**config.mk**
```make
export PLATFORM = sky130hd
export DESIGN_NAME = dog_sequencer
export DESIGN_NICKNAME = d
export VERILOG_FILES = /design/src/rtl/dog_pkg.sv /design/src/rtl/dog_sequencer_frame_tick_gen.sv /design/src/rtl/dog_sequencer.sv
export SDC_FILE = /design/constraint.sdc
export NUM_CORES = 1
export LEC_CHECK = 0
export CORE_ASPECT_RATIO = 0.7
export CORE_MARGIN = 4
export CORE_UTILIZATION = 45
export DETAILED_ROUTE_END_ITERATION = 16
export DONT_BUFFER_PORTS = 1
export PLACE_DENSITY_LB_ADDON = 0.1
export SLEW_MARGIN = 20
export SYNTH_ARGS = -nofsm -noshare
export SYNTH_HDL_FRONTEND = slang
export SYNTH_SLANG_ARGS = --single-unit
```
**constraint.sdc**
```tcl
create_clock -name Clk -period 6.1 [get_ports Clk]
set_input_delay 0.61 -clock Clk [delete_from_list [all_inputs] [get_ports Clk]]
set_output_delay 0.61 -clock Clk [all_outputs]
set_load 0.05 [all_outputs]
```
**src/rtl/dog_pkg.sv**
```systemverilog
// Shared types for the dog scene controller.
//   coord_t      : 10-bit unsigned screen coordinate
//   dog_state_e  : sequencer states
//   FR_*         : sprite frame codes driven on dog_frame
package dog_pkg;

    typedef logic [9:0] coord_t;

    typedef enum logic [2:0] {
        IDLE   = 3'd0,
        WALK   = 3'd1,
        SNIFF  = 3'd2,
        JUMP   = 3'd3,
        HIDDEN = 3'd4,
        POPUP  = 3'd5,
        HOLD   = 3'd6,
        DROP   = 3'd7
    } dog_state_e;

    // Codes 0-3 are the walk cycle; only the base code is named.
    localparam logic [2:0] FR_WALK0 = 3'd0;
    localparam logic [2:0] FR_SNIFF = 3'd4;
    localparam logic [2:0] FR_JUMP  = 3'd5;
    localparam logic [2:0] FR_DUCK  = 3'd6;
    localparam logic [2:0] FR_LAUGH = 3'd7;

endpackage

```
**src/rtl/dog_sequencer_frame_tick_gen.sv**
```systemverilog
// Rising-edge detector for the frame clock.
//   Clk       : system clock
//   Reset     : asynchronous active-high reset
//   frame_clk : frame clock level, sampled in the Clk domain
//   tick      : one-Clk pulse per frame_clk rising edge (registered)
module frame_tick_gen (
    input  logic Clk,
    input  logic Reset,
    input  logic frame_clk,
    output logic tick
);

    logic frame_clk_q;

    always_ff @(posedge Clk or posedge Reset) begin
        if (Reset) begin
            frame_clk_q <= 1'b0;
            tick        <= 1'b0;
        end else begin
            frame_clk_q <= frame_clk;
            tick        <= frame_clk & ~frame_clk_q;
        end
    end

endmodule

```
**src/rtl/dog_sequencer.sv**
```systemverilog
// Dog sprite scene controller: walk / sniff / jump intro and result pop-up.
//   Clk, Reset   : system clock, asynchronous active-high reset
//   frame_clk    : ~60 Hz frame clock level; motion advances once per rising edge
//   start_round  : one-Clk request, accepted only in IDLE
//   show_result  : one-Clk request, accepted only in HIDDEN; hit sampled with it
//   dog_x, dog_y : sprite top-left position
//   dog_frame    : sprite frame code (see dog_pkg)
//   dog_visible  : renderer enable
//   busy         : high in every state except IDLE
//   round_ready  : high while the dog is hidden in the grass
//   result_done  : one-Clk pulse when the pop-up has dropped back out of view
//   state_dbg    : current sequencer state
// Handshake: start_round/show_result are single-Clk pulses with no ready;
// a pulse is consumed if it lands in the accepting state and dropped otherwise.
module dog_sequencer
    import dog_pkg::*;
#(
    parameter coord_t     X_START      = 10'd1,
    parameter coord_t     X_JUMP       = 10'd256,
    parameter coord_t     Y_GROUND     = 10'd240,
    parameter coord_t     Y_HIDE       = 10'd300,
    parameter coord_t     Y_POP        = 10'd260,
    parameter coord_t     WALK_STEP    = 10'd1,
    parameter logic [7:0] ANIM_DIV     = 8'd10,
    parameter logic [7:0] SNIFF_FRAMES = 8'd60,
    parameter logic [7:0] JUMP_RISE    = 8'd32,
    parameter logic [7:0] HOLD_FRAMES  = 8'd90
) (
    input  logic       Clk,
    input  logic       Reset,
    input  logic       frame_clk,
    input  logic       start_round,
    input  logic       show_result,
    input  logic       hit,
    output coord_t     dog_x,
    output coord_t     dog_y,
    output logic [2:0] dog_frame,
    output logic       dog_visible,
    output logic       busy,
    output logic       round_ready,
    output logic       result_done,
    output dog_state_e state_dbg
);

    logic       tick;
    dog_state_e state, state_n;
    coord_t     x_n, y_n;
    logic [2:0] frame_n;
    logic       vis_n, done_n;
    logic [7:0] cnt, cnt_n;
    logic [7:0] anim_cnt, anim_n;
    coord_t     x_step, y_up1, y_up2, y_dn1, y_dn2;

    frame_tick_gen u_tick (
        .Clk       (Clk),
        .Reset     (Reset),
        .frame_clk (frame_clk),
        .tick      (tick)
    );

    assign x_step = dog_x + WALK_STEP;
    assign y_up1  = dog_y - 10'd1;
    assign y_up2  = dog_y - 10'd2;
    assign y_dn1  = dog_y + 10'd1;
    assign y_dn2  = dog_y + 10'd2;

    assign busy        = (state != IDLE);
    assign round_ready = (state == HIDDEN);
    assign state_dbg   = state;

    always_ff @(posedge Clk or posedge Reset) begin
        if (Reset) begin
            state       <= IDLE;
            dog_x       <= X_START;
            dog_y       <= Y_GROUND;
            dog_frame   <= FR_WALK0;
            dog_visible <= 1'b0;
            result_done <= 1'b0;
            cnt         <= 8'd0;
            anim_cnt    <= 8'd0;
        end else begin
            state       <= state_n;
            dog_x       <= x_n;
            dog_y       <= y_n;
            dog_frame   <= frame_n;
            dog_visible <= vis_n;
            result_done <= done_n;
            cnt         <= cnt_n;
            anim_cnt    <= anim_n;
        end
    end

    // Request-driven transitions ignore tick, so a request coinciding with
    // a tick changes state without moving the dog on that cycle.
    always_comb begin
        state_n = state;
        x_n     = dog_x;
        y_n     = dog_y;
        frame_n = dog_frame;
        vis_n   = dog_visible;
        done_n  = 1'b0;
        cnt_n   = cnt;
        anim_n  = anim_cnt;

        case (state)
            IDLE: begin
                vis_n   = 1'b1;
                frame_n = FR_WALK0;
                if (start_round) begin
                    state_n = WALK;
                    cnt_n   = 8'd0;
                    anim_n  = 8'd0;
                end
            end
            WALK: if (tick) begin
                if (x_step >= X_JUMP) begin
                    x_n     = X_JUMP;
                    frame_n = FR_SNIFF;
                    state_n = SNIFF;
                    cnt_n   = 8'd0;
                    anim_n  = 8'd0;
                end else begin
                    x_n = x_step;
                    if (anim_cnt == ANIM_DIV - 8'd1) begin
                        anim_n  = 8'd0;
                        frame_n = {1'b0, dog_frame[1:0] + 2'd1};
                    end else begin
                        anim_n = anim_cnt + 8'd1;
                    end
                end
            end
            SNIFF: if (tick) begin
                if (cnt == SNIFF_FRAMES - 8'd1) begin
                    frame_n = FR_JUMP;
                    state_n = JUMP;
                    cnt_n   = 8'd0;
                end else begin
                    cnt_n = cnt + 8'd1;
                end
            end
            // cnt stops at JUMP_RISE so the fall phase cannot wrap it.
            JUMP: if (tick) begin
                if (cnt < JUMP_RISE) begin
                    y_n   = y_up2;
                    cnt_n = cnt + 8'd1;
                end else if (y_dn2 >= Y_HIDE) begin
                    y_n     = Y_HIDE;
                    vis_n   = 1'b0;
                    state_n = HIDDEN;
                    cnt_n   = 8'd0;
                end else begin
                    y_n = y_dn2;
                end
            end
            HIDDEN: if (show_result) begin
                frame_n = hit ? FR_DUCK : FR_LAUGH;
                vis_n   = 1'b1;
                state_n = POPUP;
                cnt_n   = 8'd0;
            end
            POPUP: if (tick) begin
                y_n = y_up1;
                if (y_up1 <= Y_POP) begin
                    state_n = HOLD;
                    cnt_n   = 8'd0;
                end
            end
            HOLD: if (tick) begin
                if (cnt == HOLD_FRAMES - 8'd1) begin
                    state_n = DROP;
                    cnt_n   = 8'd0;
                end else begin
                    cnt_n = cnt + 8'd1;
                end
            end
            DROP: if (tick) begin
                if (y_dn1 >= Y_HIDE) begin
                    done_n  = 1'b1;
                    x_n     = X_START;
                    y_n     = Y_GROUND;
                    frame_n = FR_WALK0;
                    vis_n   = 1'b1;
                    state_n = IDLE;
                    cnt_n   = 8'd0;
                    anim_n  = 8'd0;
                end else begin
                    y_n = y_dn1;
                end
            end
            default: state_n = IDLE;
        endcase
    end

endmodule

```
Yosys cells after proc, flatten, opt, wreduce, memory -nomap -nowiden
Index checks and enable logic that the tools add are counted.
{"block": "totals", "ff_bits": 46, "output_inout_bits": 30, "elab_cells": 132}
{"block": "op_classes", "addsub": 8, "n_lt_le_gt_ge": 5, "eq_ne": 27, "n_mux": 66, "n_bitwise": 2, "reduce_logical": 14}
{"cell": "$mux W8", "n": 18}
{"cell": "$mux W10", "n": 10}
{"cell": "$pmux W8 S8", "n": 1}
{"cell": "$mux W3", "n": 21}
{"cell": "$ge A10 B9 Y1 const B", "n": 3}
{"cell": "$pmux W10 S3", "n": 1}
{"cell": "$pmux W3 S8", "n": 1}
{"cell": "$pmux W8 S3", "n": 1}
{"cell": "$add A10 B1 Y10 const B", "n": 2}
{"cell": "$pmux W10 S2", "n": 1}
{"cell": "$ne A2 B2 Y1 const B", "n": 9}
{"cell": "$add A8 B1 Y8 const B", "n": 2}
{"cell": "$pmux W3 S5", "n": 1}
{"cell": "$reduce_and A15 Y1", "n": 1}
{"cell": "$eq A3 B3 Y1 const B", "n": 4}
{"cell": "$ne A2 B1 Y1 const B", "n": 6}
{"cell": "$reduce_and A12 Y1", "n": 1}
{"cell": "$add A10 B2 Y10 const B", "n": 1}
{"cell": "$le A10 B9 Y1 const B", "n": 1}
{"cell": "$mux W1", "n": 10}
{"cell": "$sub A10 B1 Y10 const B", "n": 1}
{"cell": "$sub A10 B2 Y10 const B", "n": 1}
{"cell": "$reduce_bool A3 Y1", "n": 3}
{"cell": "$eq A8 B4 Y1 const B", "n": 1}
{"cell": "18 further kinds", "n": 21}

Longest topological paths before layout
Gate-level depths: netlist of the first run.
{"block": "depth", "ltp_word": 6, "depth_mapped": 12, "depth_no_buf": 9}

Cells and area by module
Synthesis of the first run repeated with hierarchy kept, for this count alone.
{"block": "hier_totals", "cells_unflattened": 481, "hier_area_um2": 3803.6}
{"module": "dog_sequencer", "n_inst": 1, "cells_each": 477, "area_each_um2": 3736.1, "seq_area_each_um2": 1107.3}
{"module": "frame_tick_gen", "n_inst": 1, "cells_each": 4, "area_each_um2": 67.6, "seq_area_each_um2": 50.0}

Least setup slack after synthesis of the first run
OpenSTA, ideal clock, no wires.
{"block": "synth_timing", "kind": "reg-to-reg", "from": "register dog_y[0]", "to": "register cnt[0]", "setup_time_ps": 128, "arrival_time_ps": 3157, "slack_ps": 2816, "stages_incl_launch_ff": 12, "n_path_buf": 2, "synth_period_minus_slack_ps": 3284, "path_cell_list": "dfrtp_1 > buf_2 > inv_1 > ha_1 > or3b_1 > nor3_1 > xor2_1 > o41ai_2 > nand4_4 > buf_6 > nor3_1 > mux2_1"}
{"block": "synth_between", "elab_chain_cells": 4, "word_cells_on_any_way": 10, "classes_between": "add/sub (3); order compare (3); eq/ne (3); reduce/logical (1)"}
{"item": "from (decl)", "line": "dog_sequencer.sv:36", "text": "output coord_t dog_y,"}
{"item": "from (signal assigned)", "line": "dog_sequencer.sv:84", "text": "dog_y <= y_n;"}
{"item": "$add A10 B2 Y10, or another cell as far along", "line": "dog_sequencer.sv:65", "text": "assign y_dn2 = dog_y + 10'd2;"}
{"item": "$ge A10 B9 Y1, or another cell as far along", "line": "dog_sequencer.sv:146", "text": "end else if (y_dn2 >= Y_HIDE) begin"}
{"item": "$ne A3 B3 Y1 (no source line) or $ne A2 B2 Y1 (tied branches)"}
{"item": "$reduce_and A12 Y1 (no source line) (*)"}
{"item": "to (signal assigned)", "line": "dog_sequencer.sv:88", "text": "cnt <= cnt_n;"}
{"item": "to (decl)", "line": "dog_sequencer.sv:50", "text": "logic [7:0] cnt, cnt_n;"}
Mark *: on every way between the ends. The rest lies on a longest branch, timed or not.
A chain may end at the register's enable or synchronous reset.

Final worst setup path of the first run
{"block": "layout_timing", "from": "register dog_y[2]", "to": "register anim_cnt[4]"}
{"block": "layout_between", "elab_chain_cells": 4}
{"item": "$add A10 B1 Y10", "line": "dog_sequencer.sv:64", "text": "assign y_dn1 = dog_y + 10'd1;"}
{"item": "$ge A10 B9 Y1", "line": "dog_sequencer.sv:177", "text": "if (y_dn1 >= Y_HIDE) begin"}
{"item": "$ne A2 B2 Y1 (no source line)"}
{"item": "$reduce_and A5 Y1 (no source line)"}
{"item": "to (signal assigned)", "line": "dog_sequencer.sv:89", "text": "anim_cnt <= anim_n;"}
{"item": "to (decl)", "line": "dog_sequencer.sv:51", "text": "logic [7:0] anim_cnt, anim_n;"}
No other way between the ends.

==> run summary, run 1 <==
crit path capture type: flop
Final setup violation count: 0
setup repair bufs after CTS: 0
worst setup margin: 2065 ps
Netlist Area Pre-Place: 3940 um^2
worst path arrival time: 4240 ps
fraction of final layout cells sized beyond drive strength 1: 0.08017
Post-synth ARST share: 1.000
Crit Path Max Fanout: 15
synth warn: 0
root buf cell: clkbuf_16
IO Count: 36
setup TNS: 0 ps
Leak: 1.636 nW
grt ovf: 0
violation count after the first detailed-route iteration: 376
Nets: 494
final worst path period need: 4035 ps
Required @ worst endpoint: 6300 ps
critical path launch point type: flop
WS Path Type: flop to flop
Hold-fix buffers, CTS: 0
clk sinks: 46
FF+latch count, synth: 46
Rows: 28
initial antenna violation count: 0
diodes inserted: 0
Pwr Density: 202.0 nW/um^2
filler-free cell count of the finished design: 594
via/cell ratio: 6.483
vias in the first global route: 3605
Syn Area/Cell: 8.107 um^2
Die Y: 86.29 um
Die Area: 10340 um^2
Post-Syn Nets: 507
Yosys cell types: 71
gr usage total: 0.2381
first-pass GRT wire length: 19.74 mm
Clock transition at path regs: 70 ps
CTS H-tree lvls: 2
max-cap check violation count: 0
Detail Route Antenna Nets: 0
final hold violation count: 0
Seq/Total Area, Yosys: 0.2937
VDD IR max: 0.0002460 V
Multi-input gate area: 2569 um^2
TritonCTS Buffers: 5
Register Area: 1157 um^2
via count: 3851
Starting Density: 0.4647
CTS max path bufs: 2
Buffers on Ports: 0
Mapped Cells: 486
final slew viol count: 0
Routed WL per cell: 20.00 um
outcome: finished clean
DRT Pass-1 Iters: 5
Clk Latency, worst-skew pair: 290 ps
Core Area: 8478 um^2
Post-Route WL: 11.88 mm
Hold Crit Class: input pin to asynchronous set/reset pin
Power Total: 0.0008493 W
post-place setup slack: 2144 ps
Horiz. Die Dim: 119.8 um
gp weighted congestion: 0.9975
Cells after DPL: 586
Relative slew margins: 0.3856
Layout Skew: 6.537 ps
HPWL after DPL: 8.422 mm
# DRC: 0
CTS tree: done
Post-synth EDFFs: 0
Tcrit/Tclk final: 0.6614
Hold WS: 326.6 ps
Area Overhead vs Synth: 6.700%
dominant synthesized flop cell: dfrtp_1
largest net degree at the start of global routing: 47
Slew @ Worst Pin: 916.0 ps
FMAX: 247.9 MHz
post-cts sizing count: 0
RSZ-0062 raised after global routing: no
fill count: 848
report_power, final:
| group | internal, W | leakage, nW | total, W | switching (W) |
|---|---|---|---|---|
| combinational | 0.0000404 | 0.962 | 0.0000851 | 0.0000447 |
| clock | 0.000205 | 0.0841 | 0.000329 | 0.000124 |
| sequential | 0.000340 | 0.589 | 0.000435 | 0.0000955 |
| total | 0.000585 | 1.64 | 0.000849 | 0.000264 |
stage by stage:
stage / util / cell area [um^2]
5_1_grt: 0.4959 / 4204
3_5_place_dp: 0.4754 / 4030
4_1_cts: 0.4957 / 4203
3_3_place_gp: 0.4754 / 4030
2_1_floorplan: - / 3940
6_report: 0.4959 / 4204
cell type report:
class	instances	area share
Inverter	23	0.02083
Sequential cell	46	0.2753
Clock buffer	7	0.03393
Clock inverter	1	0.007143
Timing Repair Buffer	9	0.01607
Multi-Input combinational cell	388	0.6110
Tap cell	120	0.03571
registers in the layout, indices dropped and copies added, names as in the netlist:
name / flops
anim_cnt: 8
cnt: 8
dog_frame: 3
dog_visible: 1
dog_x: 10
dog_y: 10
result_done: 1
state_dbg: 3
u_tick.frame_clk_q: 1
u_tick.tick: 1
synth_stat cells (3+ instances only):
library cell / count / area share
clkbuf_1: 16 / 0.015
o41ai_1: 10 / 0.022
a22oi_1: 3 / 0.0057
mux2_1: 3 / 0.0086
or4b_2: 3 / 0.0076
mux2_2: 3 / 0.0086
nor3_1: 16 / 0.020
or3_1: 11 / 0.017
a21o_1: 4 / 0.0076
xnor2_1: 11 / 0.024
o21ai_0: 27 / 0.034
inv_1: 23 / 0.022
nor2_1: 42 / 0.040
and3_1: 8 / 0.013
nor2b_1: 6 / 0.0095
a21oi_1: 23 / 0.029
and2_1: 8 / 0.013
dfrtp_1: 41 / 0.26
ha_1: 15 / 0.048
a211o_1: 3 / 0.0067
a2111oi_0: 3 / 0.0067
a31oi_1: 7 / 0.011
nand2b_1: 9 / 0.014
dfstp_2: 5 / 0.033
or2_2: 3 / 0.0048
o21ai_1: 9 / 0.011
xor2_1: 4 / 0.0089
a22o_1: 3 / 0.0067
buf_1: 3 / 0.0029
buf_2: 9 / 0.011
nand3_1: 24 / 0.030
nand4_1: 6 / 0.0095
o31ai_1: 19 / 0.036
a211oi_1: 11 / 0.021
nand2_1: 33 / 0.031
o211ai_1: 12 / 0.023
o221ai_1: 4 / 0.0089
o41a_1: 3 / 0.0086
nand4b_1: 3 / 0.0067
logic make-up after synthesis:
group	after synthesis	synth area share
buffers and inverters	52	0.05430
AND/OR/NAND/NOR	190	0.2569
XOR/XNOR	15	0.03334
adder cells (fa/ha/maj)	15	0.04763
multiplexers	8	0.02223
AO/OA/AOI/OAI	160	0.2918
flip-flops	46	0.2937
metal layers:
layer	up-vias	routed length, um	global-route usage
met1	1807	5750	0.3584
met4	0	189	0.06445
met2	208	4711	0.3309
li1	1816	-	-
met5	-	0	0
met3	20	1228	0.06784
critical path, cell delays in order, from the launching register on:
cell,delay [ps]
dfrtp_1,930
ha_1,600
nand4_1,300
xnor2_1,230
a31oi_1,260
a211o_1,350
a21oi_1,250
buf_4,280
or3_1,480
o31ai_1,260
final timing paths:
path,slack [ps],endpoint,cells after the start,from
setup / recovery,2070,anim_cnt[4]$_DFFE_PP0P_,9,dog_y[2]$_DFFE_PP0P_
hold / removal,330,dog_y[0]$_DFFE_PP0P_,1,Reset
setup reg to reg,2070,anim_cnt[4]$_DFFE_PP0P_,9,dog_y[2]$_DFFE_PP0P_
hold reg to reg,400,u_tick.tick$_DFF_PP0_,1,u_tick.frame_clk_q$_DFF_PP0_
max in group asynchronous,5270,dog_x[4]$_DFFE_PP0P_,1,Reset
min in group Clk,340,u_tick.frame_clk_q$_DFF_PP0_,0,frame_clk
cells in the final DEF, fill, tap and decap left out, types with 4 or more instances in the layout:
cell type / instances
nand2_1: 33
a21o_1: 4
a211oi_1: 11
buf_4: 9
o41ai_1: 10
clkbuf_16: 5
nand2b_1: 9
ha_1: 15
o21ai_0: 27
or3_1: 11
xor2_1: 4
and3_1: 8
a31oi_1: 7
and2_1: 8
nor2b_1: 6
o21ai_1: 9
o31ai_1: 19
xnor2_1: 11
nor3_1: 16
o221ai_1: 4
inv_1: 22
nand3_1: 24
o211ai_1: 12
nor2_1: 42
dfstp_2: 5
a21oi_1: 23
dfrtp_1: 41
nand4_1: 6
No activity file was read; power rests on OpenSTA's default activity.
==> run 2, diff against run 1 <==
==> constraint.sdc (replaced) <==
create_clock -name Clk -period 3.72 [get_ports Clk]
set_input_delay 0.372 -clock Clk [delete_from_list [all_inputs] [get_ports Clk]]
set_output_delay 0.372 -clock Clk [all_outputs]
set_load 0.05 [all_outputs]
==> run 2 against run 1 <==
Hold slack got worse by 220 ps. Total power rose by 67%. Clock power rose by 64%. Largest power group unchanged. Highest routed layer unchanged. Clock skew rose by 1.8 ps. Largest cell class unchanged. Global-route usage rose by 0.55 points. Setup slack got worse by 1600 ps. Critical path type unchanged. Critical path depth did not move. Flip-flop and latch count did not move. Combinational power rose to 3.0 times the previous value.
==> run summary, run 2 (synthesis results as in run 1) <==
via/cell ratio: 6.365
IO Count: 36
Clock transition at path regs: 70 ps
gr usage total: 0.2435
violation count after the first detailed-route iteration: 380
vias in the first global route: 3759
# DRC: 0
Die Area: 10340 um^2
grt ovf: 0
final core area utilization: 0.5153
Layout Skew: 8.327 ps
Final setup violation count: 0
max-cap check violation count: 0
design area: 4369 um^2
crit path launch: dog_y[1]$_DFFE_PP0P_
VDD IR max: 0.0003588 V
most common cell after layout, fill and taps aside: nor2_1
Starting Density: 0.4647
clk sinks: 46
Hold Crit Class: input pin to asynchronous set/reset pin
post-cts sizing count: 0
Hold-fix buffers, CTS: 0
FMAX: 305.2 MHz
Rows: 28
post-place setup slack: 475.1 ps
Core Area: 8478 um^2
Buffers on Ports: 0
RSZ-0062 raised after global routing: no
Slew @ Worst Pin: 855.9 ps
Cells after DPL: 608
root buf cell: clkbuf_16
crit path capture type: flop
flop2flop setup slack: 440 ps
HPWL after DPL: 8.805 mm
final hold violation count: 0
worst path arrival time: 3450 ps
WS Path Type: flop to flop
diodes inserted: 0
commonest cells after routing, fill and taps aside: 42 x nor2_1, 41 x dfrtp_1, 33 x nand2_1, 31 x buf_4, 27 x o21ai_0
Required @ worst endpoint: 3900 ps
Detail Route Antenna Nets: 0
placed cell area: 4195 um^2
worst-case reg-to-reg path depth: 9
Area Overhead vs Synth: 10.89%
Horiz. Die Dim: 119.8 um
TritonCTS Buffers: 5
setup repair bufs after CTS: 0
final slew viol count: 0
final worst path period need: 3276 ps
Relative slew margins: 0.4288
CTS tree: done
DRT Pass-1 Iters: 5
fraction of final layout cells sized beyond drive strength 1: 0.1210
Nets: 516
setup TNS: 0 ps
via count: 3921
gp weighted congestion: 0.9997
Crit Path Max Fanout: 11
outcome: finished clean
Leak: 1.751 nW
RR Endpoint: state_dbg[1]$_DFFE_PP0P_
Clk Latency, worst-skew pair: 290 ps
critical path launch point type: flop
first-pass GRT wire length: 20.23 mm
Routed WL per cell: 19.64 um
FF-to-FF Start: dog_y[1]$_DFFE_PP0P_
Die Y: 86.29 um
CTS H-tree lvls: 2
top flop regs: dog_x (10), dog_y (10)
worst setup margin: 443.7 ps
Pwr Density: 325.5 nW/um^2
initial antenna violation count: 0
Post-Route WL: 12.10 mm
Tcrit/Tclk final: 0.8807
CTS max path bufs: 2
largest net degree at the start of global routing: 47
filler-free cell count of the finished design: 616
## run 2: worst max path at each step
stage / to / cells past startpoint
after global routing: state_dbg[1]$_DFFE_PP0P_ / 9
final: state_dbg[1]$_DFFE_PP0P_ / 9
after global placement: state_dbg[1]$_DFFE_PP0P_ / 9
after CTS: state_dbg[1]$_DFFE_PP0P_ / 9
after detailed placement: state_dbg[1]$_DFFE_PP0P_ / 9
after floorplan: cnt[0]$_DFFE_PP0P_ / 11
## run 2: critical path, cell delays in order (launching register included)
cell and delay (ps):
dfrtp_1 430, inv_1 220, ha_1 290, or3b_1 420
nor3_1 270, xor2_1 120, o41ai_2 330, nand4_4 270
a2111oi_4 440, mux2_1 360
## run 2: cell type report
type | instances | area (um^2)
flip-flops and latches | 46 | 1157
well taps | 120 | 150.1
repair buffers | 31 | 232.7
clock buffers | 7 | 142.6
multi-input cells | 388 | 2569
clock inverters | 1 | 30.03
inverters | 23 | 87.58
fillers | 851 | 4109
## run 2: per-layer routing
| metal | up-vias | GRT usage | share of wire |
|---|---|---|---|
| met3 | 18 | 0.06915 | 0.11 |
| met4 | 0 | 0.05613 | 0.013 |
| met2 | 183 | 0.3514 | 0.41 |
| met5 | - | 0 | 0 |
| met1 | 1865 | 0.3604 | 0.48 |
| li1 | 1855 | - | - |
## run 2: through the flow
stage	power (W)	hold slack (ps)
floorplan	0.0008142	377.7
global placement	0.0008816	385.3
detailed placement	0.0008935	391.5
CTS	0.001430	104.4
global route	0.001502	96.17
finish	0.001422	106.0
## run 2: power breakdown
part	internal (W)	switching, W	total [W]
clock network	0.000336	0.000203	0.000539
registers	0.000557	0.0000691	0.000626
logic	0.0000902	0.000167	0.000257
total	0.000983	0.000439	0.00142
==> run 3, diff against run 2 <==
--- a/config.mk
+++ b/config.mk
@@ -10,8 +10,10 @@
 export CORE_UTILIZATION = 45
 export DETAILED_ROUTE_END_ITERATION = 16
 export DONT_BUFFER_PORTS = 1
+export MAX_ROUTING_LAYER = met4
 export PLACE_DENSITY_LB_ADDON = 0.1
 export SLEW_MARGIN = 20
 export SYNTH_ARGS = -nofsm -noshare
 export SYNTH_HDL_FRONTEND = slang
+export SYNTH_HIERARCHICAL = 1
 export SYNTH_SLANG_ARGS = --single-unit
==> run 3 against run 2 <==
Synthesized cell count shrank 1.0%. Combinational power grew to 9.0 times the previous value. Highest routed layer unchanged. Cell count shrank 3.9%.
==> run summary, run 3 <==
outcome: finished clean
crit path capture type: flop
Multi-input gate area: 2446 um^2
IO Count: 36
Hold Crit Class: input pin to flop
gp weighted congestion: 0.9366
Horiz. Die Dim: 117.9 um
Die Y: 84.92 um
grt ovf: 0
Yosys top cell by area: dfrtp_1
gr usage total: 0.2222
synth warn: 6
via/cell ratio: 6.466
Clk Latency, worst-skew pair: 290 ps
Post-Syn Nets: 503
WS Path Type: flop to flop
Routed WL per cell: 18.69 um
diodes inserted: 0
final slew viol count: 0
Core Area: 8040 um^2
Slew @ Worst Pin: 968.6 ps
Post-synth EDFFs: 0
CTS H-tree lvls: 2
Netlist Area Pre-Place: 3804 um^2
VDD IR max: 0.0002358 V
worst path arrival time: 3580 ps
fraction of final layout cells sized beyond drive strength 1: 0.1263
HPWL after DPL: 8.199 mm
Yosys cell types: 68
Syn Area/Cell: 7.908 um^2
setup TNS: 0 ps
Relative slew margins: 0.3533
most common cell in the netlist: o21ai_0
Pwr Density: 887.8 nW/um^2
final core area utilization: 0.5212
Clock transition at path regs: 70 ps
root buf cell: clkbuf_16
Area Overhead vs Synth: 10.16%
commonest cells after routing, fill and taps aside: 48 x o21ai_0, 43 x nand2_1, 41 x nor2_1, 41 x dfrtp_1, 30 x buf_4
setup repair bufs after CTS: 0
fill count: 778
vias in the first global route: 3350
Required @ worst endpoint: 3900 ps
Starting Density: 0.4731
via count: 3828
FMAX: 294.5 MHz
Hold WS: 99.81 ps
CTS max path bufs: 2
largest net degree at the start of global routing: 45
Mapped Cells: 481
final hold violation count: 0
Seq/Total Area, Yosys: 0.3043
Nets: 512
first-pass GRT wire length: 17.88 mm
dominant synthesized flop cell: dfrtp_1
Buffers on Ports: 0
Detail Route Antenna Nets: 0
Crit Path Max Fanout: 11
main area contributors after synthesis: dfrtp_1 27%, o21ai_0 6.3%, ha_1 5.3%
FF+latch count, synth: 46
Final setup violation count: 0
Tcrit/Tclk final: 0.9127
Die Area: 10010 um^2
TritonCTS Buffers: 5
clk sinks: 46
top flop regs: dog_x (10), dog_y (10)
CTS tree: done
initial antenna violation count: 0
most common cell after layout, fill and taps aside: o21ai_0
violation count after the first detailed-route iteration: 283
Post-Route WL: 11.06 mm
# DRC: 0
final worst path period need: 3395 ps
Register Area: 1157 um^2
Synth top area share: 0.2697
critical path launch point type: flop
Post-synth ARST share: 1.000
flop2flop setup slack: 320 ps
max-cap check violation count: 0
Layout Skew: 5.645 ps
RSZ-0062 raised after global routing: no
Commonest cells post-synth: 48 x o21ai_0, 43 x nand2_1, 41 x dfrtp_1, 41 x nor2_1, 24 x nand3_1
DRT Pass-1 Iters: 6
Leak: 1.714 nW
Rows: 27
## run 3: layout make-up
| type | instances | area share |
|---|---|---|
| repair buffers | 31 | 0.05614 |
| well taps | 101 | 0.03016 |
| clock buffers | 5 | 0.02986 |
| multi-input cells | 386 | 0.5838 |
| flip-flops and latches | 46 | 0.2762 |
| inverters | 20 | 0.01792 |
| clock inverters | 3 | 0.005972 |
## run 3: path summary, 6_finish.rpt
path | start | to | depth (start not counted)
setup / recovery | dog_y[1]$_DFFE_PP0P_ | state_dbg[1]$_DFFE_PP0P_ | 10
setup reg to reg | dog_y[1]$_DFFE_PP0P_ | state_dbg[1]$_DFFE_PP0P_ | 10
max in group asynchronous | Reset | dog_y[8]$_DFFE_PP0P_ | 1
hold / removal | frame_clk | u_tick/frame_clk_q$_DFF_PP0_ | 0
hold reg to reg | u_tick/frame_clk_q$_DFF_PP0_ | u_tick/tick$_DFF_PP0_ | 1
min in group asynchronous | Reset | dog_y[1]$_DFFE_PP0P_ | 1
## run 3: per-stage QoR
step | power, W | area (um^2) | instances | worst slack [ps]
2_1_floorplan | 0.002608 | 3804 | 481 | 50.96
3_3_place_gp | 0.003215 | 4030 | 583 | 435.0
3_5_place_dp | 0.003223 | 4030 | 583 | 384.2
4_1_cts | 0.003698 | 4190 | 592 | 362.4
5_1_grt | 0.003991 | 4190 | 592 | 186.1
6_report | 0.003720 | 4190 | 592 | 324.6
## run 3: logic make-up after synthesis
group           Yosys count  synth area share
buf+inv                  49           0.05263
simple gates            201            0.2836
xor+xnor                  8           0.01842
fa+ha+maj                16           0.05263
mux                      10           0.02796
flops                    46            0.3043
compound gates          151            0.2605
## run 3: worst max-delay path, cell delays in order, from the launching register on
cell and delay (ps):
dfrtp_1 430, inv_1 160, ha_1 280, or4b_1 600
nor4_2 330, a21oi_1 120, a31oi_1 170, nand4b_1 120
buf_4 190, or4b_1 580, mux2_2 300
## run 3: layer usage
layer,track usage,wire length (um),part of all wire,up-vias
li1,-,-,-,1815
met1,0.3432,5515,0.50,1864
met2,0.3040,4644,0.42,142
met3,0.03464,840,0.076,7
met4,0.04043,62,0.0056,0
met5,-,0,0,-
## run 3: power breakdown
part           internal [W]  leakage [nW]  total, W  switching (W)
clock              0.000253        0.0704  0.000459       0.000206
sequential         0.000634         0.594  0.000938       0.000304
combinational      0.000813          1.05   0.00232        0.00151
total               0.00170          1.71   0.00372        0.00202
## run 3: repair_timing
action | CTS | global route
hold buffers | 1 | 0
endpoints found under the hold margin | 2 | 0
gates resized for setup | 0 | 0
